### src/rtl/inst_fifo_pkg.sv
// Shared fetch/decode definitions: the instruction-queue entry format, the
// default queue depth and the push/pop counting helpers used by inst_fifo.
package inst_fifo_pkg;

  localparam int IFIFO_DEPTH = 16;

  typedef struct packed {
    logic [31:0] inst;
    logic [31:0] addr;
    logic        pred;
    logic        excp;
  } entry_t;

  // Entries accepted this cycle; the whole write is dropped while full.
  function automatic logic [1:0] push_count(input logic en1, input logic en2,
                                            input logic is_full);
    logic [1:0] n;
    if (is_full) begin
      n = 2'd0;
    end else if (en1 && en2) begin
      n = 2'd2;
    end else if (en1 || en2) begin
      n = 2'd1;
    end else begin
      n = 2'd0;
    end
    return n;
  endfunction

  // Entries retired this cycle; slave pop only counts alongside the master.
  function automatic logic [1:0] pop_count(input logic re1, input logic re2,
                                           input logic has1, input logic has2);
    logic [1:0] n;
    if (!re1 || !has1) begin
      n = 2'd0;
    end else if (re2 && has2) begin
      n = 2'd2;
    end else begin
      n = 2'd1;
    end
    return n;
  endfunction

endpackage

### src/rtl/inst_fifo.sv
// Dual-issue instruction queue between fetch and decode: two pushes and two
// show-ahead pops per cycle, with flush for redirects.
module inst_fifo
  import inst_fifo_pkg::*;
#(
  parameter int DEPTH = IFIFO_DEPTH
) (
  input  logic        clk,
  input  logic        resetn,
  input  logic        flush,
  input  logic        write_en1,
  input  logic        write_en2,
  input  logic [31:0] write_inst1,
  input  logic [31:0] write_inst2,
  input  logic [31:0] write_addr1,
  input  logic [31:0] write_addr2,
  input  logic        write_pred1,
  input  logic        write_pred2,
  input  logic        write_excp1,
  input  logic        write_excp2,
  input  logic        read_en1,
  input  logic        read_en2,
  output logic [31:0] read_inst1,
  output logic [31:0] read_inst2,
  output logic [31:0] read_addr1,
  output logic [31:0] read_addr2,
  output logic        read_pred1,
  output logic        read_pred2,
  output logic        read_excp1,
  output logic        read_excp2,
  output logic        empty,
  output logic        almost_empty,
  output logic        full
);

  localparam int AW = $clog2(DEPTH);

  entry_t          mem_q [DEPTH];
  logic [AW-1:0]   head_q, head_d;
  logic [AW-1:0]   tail_q, tail_d;
  logic [AW:0]     count_q, count_d;
  logic            empty_q, empty_d;
  logic            aempty_q, aempty_d;
  logic            full_q, full_d;

  logic [1:0]      push_cnt_s;
  logic [1:0]      pop_cnt_s;
  logic [AW-1:0]   head_p1_s;
  logic [AW-1:0]   tail_p1_s;
  logic            wr_a_en_s;
  logic            wr_b_en_s;
  entry_t          wr_a_s;
  entry_t          wr_b_s;
  entry_t          slot1_s;
  entry_t          slot2_s;

  // Neighbour pointers and the per-cycle push/pop amounts.
  always_comb begin
    head_p1_s  = head_q + AW'(1);
    tail_p1_s  = tail_q + AW'(1);
    push_cnt_s = push_count(write_en1, write_en2, full_q);
    pop_cnt_s  = pop_count(read_en1, read_en2,
                           count_q != (AW+1)'(0),
                           count_q >= (AW+1)'(2));
  end

  // Next pointers, occupancy and status flags; flush wins over all traffic.
  always_comb begin
    head_d  = head_q;
    tail_d  = tail_q;
    count_d = count_q;
    if (flush) begin
      head_d  = '0;
      tail_d  = '0;
      count_d = '0;
    end else begin
      head_d  = head_q + AW'(pop_cnt_s);
      tail_d  = tail_q + AW'(push_cnt_s);
      count_d = count_q + (AW+1)'(push_cnt_s) - (AW+1)'(pop_cnt_s);
    end
    empty_d  = (count_d == (AW+1)'(0));
    aempty_d = (count_d == (AW+1)'(1));
    full_d   = (count_d > (AW+1)'(DEPTH - 2));
  end

  // Status flags are kept as flops so they equal a decode of the count register.
  always_ff @(posedge clk or negedge resetn) begin
    if (!resetn) begin
      head_q   <= '0;
      tail_q   <= '0;
      count_q  <= '0;
      empty_q  <= 1'b1;
      aempty_q <= 1'b0;
      full_q   <= 1'b0;
    end else begin
      head_q   <= head_d;
      tail_q   <= tail_d;
      count_q  <= count_d;
      empty_q  <= empty_d;
      aempty_q <= aempty_d;
      full_q   <= full_d;
    end
  end

  // A lone slot-2 write lands at the tail, keeping the queue dense.
  always_comb begin
    slot1_s   = '{inst: write_inst1, addr: write_addr1,
                  pred: write_pred1, excp: write_excp1};
    slot2_s   = '{inst: write_inst2, addr: write_addr2,
                  pred: write_pred2, excp: write_excp2};
    wr_a_en_s = resetn && !flush && !full_q && (write_en1 || write_en2);
    wr_b_en_s = resetn && !flush && !full_q && write_en1 && write_en2;
    if (write_en1) begin
      wr_a_s = slot1_s;
    end else begin
      wr_a_s = slot2_s;
    end
    wr_b_s = slot2_s;
  end

  // Storage array, deliberately left without reset.
  always_ff @(posedge clk) begin
    if (wr_a_en_s) begin
      mem_q[tail_q] <= wr_a_s;
    end
    if (wr_b_en_s) begin
      mem_q[tail_p1_s] <= wr_b_s;
    end
  end

  // Show-ahead read ports: head and head+1 with no read latency.
  assign read_inst1   = mem_q[head_q].inst;
  assign read_addr1   = mem_q[head_q].addr;
  assign read_pred1   = mem_q[head_q].pred;
  assign read_excp1   = mem_q[head_q].excp;
  assign read_inst2   = mem_q[head_p1_s].inst;
  assign read_addr2   = mem_q[head_p1_s].addr;
  assign read_pred2   = mem_q[head_p1_s].pred;
  assign read_excp2   = mem_q[head_p1_s].excp;

  assign empty        = empty_q;
  assign almost_empty = aempty_q;
  assign full         = full_q;

endmodule

### config.mk
export PLATFORM = sky130hd
export DESIGN_NAME = inst_fifo
export DESIGN_NICKNAME = d
export VERILOG_FILES = /design/src/rtl/inst_fifo_pkg.sv /design/src/rtl/inst_fifo.sv
export SDC_FILE = /design/constraint.sdc
export NUM_CORES = 2
export LEC_CHECK = 0
export BUFFER_PORTS_ARGS = -buffer_cell sky130_fd_sc_hd__buf_2
export CORE_ASPECT_RATIO = 0.9
export CORE_MARGIN = 4
export CORE_UTILIZATION = 25
export DETAILED_ROUTE_END_ITERATION = 12
export SKIP_CTS_REPAIR_TIMING = 1
export SYNTH_ARGS = -nofsm -noshare
export SYNTH_HDL_FRONTEND = slang
export SYNTH_SLANG_ARGS = --single-unit
### constraint.sdc
create_clock -name clk -period 8.9 [get_ports clk]
set_input_delay 1.78 -clock clk [delete_from_list [all_inputs] [get_ports clk]]
set_output_delay 1.78 -clock clk [all_outputs]
set_load 0.02 [all_outputs]
==> flow_summary.ini <==
[run_status]
status = finished with violations
violations = capacitance limit

[critical_path]
timing.rr.start = full
required_ns = 7.12
crit_path_start = head_q[2]
path_class = flip-flop to output pin
worst_setup_path_start_kind = flip-flop
end_kind = output pin
arrival_ns = 4.69
path_max_fanout = 37

[drt]
via_count = 45363
drcViolationCount = 0
wirelength_um = 220000
drtIter0Drc = 6611
final_antenna_net_count = 0
routedWlPerCell_um = 26.6
firstDrtPassIters = 6
viasPerCell = 5.49

[cells_and_area]
drive_above_1_share_pct = 21.0
nets = 5122
layout_commonest_cell = nor2_1
final_cell_area_um2 = 68700
final_cell_mix = 1,069 x nor2_1, 1,063 x a21oi_1, 1,056 x edfxtp_1
syn_to_final_growth_pct = 12.5

[die]
die_x_um = 529
initial_core_util_pct = 25.2
placementRows = 171
design.die.area_um2 = 252000
die_y_um = 477
core_area_um2 = 242000
num_io_pins = 274

[pwr]
powerDensity_nw_per_um2 = 266
p_leak_nw = 22.5
ir_worst_vdd_mv = 0.309

[timing]
setup_violations = 0
worst_slew_pin_slew_ns = 1.44
fin_setup_tns_ns = 0
min_period_over_period_pct = 72.7
clock.fmax_ghz = 0.155
finalHoldViolCount = 0
skew_ns = 0.0539
period_needed_ns = 6.47
rsz0062_at_grt = false
slew_violations = 0
slew_headroom_pct = 1.42

[clock_network]
cts_tree = done
cts_buffer_depth = 3
clockRootBuffer = clkbuf_16
cts_made_buffers = 108
h-tree-depth = 3
cts_sinks = 1072
insertion_delay_ns = 0.77
path_clk_slew_ns = 0.06

[synthesis]
syn_area_per_cell_um2 = 12.0
yosys_register_bits = 1072
yosys_warnings = 0
synth_cell_types = 34
netlist_instances = 5074
syn-num-nets = 5232
synth_seq_area_share_pct = 52.6
syn_area_um2 = 61100

[place]
gp_congestion = 0.786
placed_area_um2 = 65100
portBuffers = 273
place.detailed.hpwl_um = 124000

[job]
cap_violations = 1

[grt]
grt_pass1_wl_um = 313000
gr-total-overflow = 0
grt_start_max_net_pins = 145
antenna_found_initial = 40
grt_util_all_layers_pct = 16.9
first_global_vias = 42843

[hold_path]
timing.hold.worst.start = tail_q[3]
hp-class = flip-flop to flip-flop
-- stage by stage --
stage / utilization (%) / setup WS, ns / hold WS (ns) / cells / total power [mW]
2_1_floorplan: - / 0.701 / 0.609 / 5074 / 11.7
3_3_place_gp: 26.9 / 3.04 / 0.731 / 8052 / 13.7
3_5_place_dp: 26.9 / 2.99 / 0.730 / 8052 / 13.8
4_1_cts: 28.4 / 2.31 / 0.750 / 8254 / 18.4
5_1_grt: 28.4 / 2.24 / 0.779 / 8259 / 19.1
6_report: 28.4 / 2.43 / 0.755 / 8269 / 18.3
-- synth_stat cells, drive strengths merged --
library cell | number | area share (%)
nor3b | 3 | 0.037
dfstp | 1 | 0.043
nand2 | 73 | 0.45
nand2b | 5 | 0.051
nor2b | 14 | 0.14
a31o | 1 | 0.014
a22oi | 66 | 0.81
mux2i | 330 | 5.4
nor2 | 1069 | 6.6
clkbuf | 367 | 2.3
o41ai | 1 | 0.014
inv | 16 | 0.098
nand4 | 16 | 0.25
fa | 4 | 0.13
nand3 | 3 | 0.025
buf | 262 | 2.3
o21ai | 81 | 0.66
xnor2 | 7 | 0.10
and2 | 4 | 0.041
a221oi | 132 | 1.9
a21o | 1 | 0.012
or2 | 1 | 0.010
ha | 15 | 0.31
xor2 | 2 | 0.029
mux4 | 462 | 17
dfrtp | 15 | 0.61
edfxtp | 1056 | 52
a21oi | 1065 | 8.7
o22ai | 1 | 0.010
and3 | 1 | 0.010
-- state kept, by name (all words and copies together), names as in the netlist --
register      flops
mem_q          1056
count_q           5
head_q            4
tail_q            4
almost_empty      1
empty             1
full              1
-- metal layers --
| layer | part of all wire (%) | global-route usage, % | up-vias |
|---|---|---|---|
| met5 | 0.047 | 0 | - |
| met4 | 3.2 | 5.56 | 16 |
| met3 | 12 | 3.82 | 424 |
| met2 | 46 | 26.3 | 3097 |
| met1 | 39 | 23.1 | 22716 |
| li1 | - | - | 19110 |
-- worst max-delay path, stage by stage, from the launching register on --
cell	delay, ns
dfrtp_4	0.78
buf_4	0.48
and2_4	0.58
nand2_1	0.17
xnor2_2	0.20
buf_4	0.83
mux4_2	0.54
buf_2	0.21
-- path summary, 6_finish.rpt --
kind | to | slack, ns | cells past startpoint
worst min-delay path | tail_q[3] | 0.76 | 2
max in group asynchronous | head_q[3] | 7.54 | 1
min in group asynchronous | head_q[1] | 1.00 | 1
worst max register to register | mem_q[15][24] | 5.02 | 6
worst min register to register | tail_q[3] | 0.76 | 2
worst max-delay path | read_addr2[13] | 2.43 | 7
-- final cells by class --
type | count | area, um^2
Sequential cell | 1072 | 32100
Clock inverter | 78 | 759
Antenna cell | 13 | 32.5
Multi-Input combinational cell | 3357 | 26400
Tap cell | 3200 | 4000
Timing Repair Buffer | 409 | 2560
Fill cell | 24582 | 173000
Inverter | 16 | 62.6
Clock buffer | 124 | 2760
-- power by group --
group | internal, mW | switching, mW | leakage, nW
Clock | 2.51 | 2.16 | 1.68
Sequential | 5.73 | 0.146 | 9.71
Combinational | 3.52 | 4.22 | 11.1
-- logic make-up (layout without fill, tap and decap cells) --
group	Yosys count	in the layout	synth area share, %
buf+inv	645	627	4.68
flops	1072	1072	52.6
simple gates	1189	1189	7.58
xor+xnor	9	9	0.129
fa+ha+maj	19	19	0.438
mux	792	792	22.4
other cells	0	13	0
compound gates	1348	1348	12.1
Power figures use the tool's default switching activity.
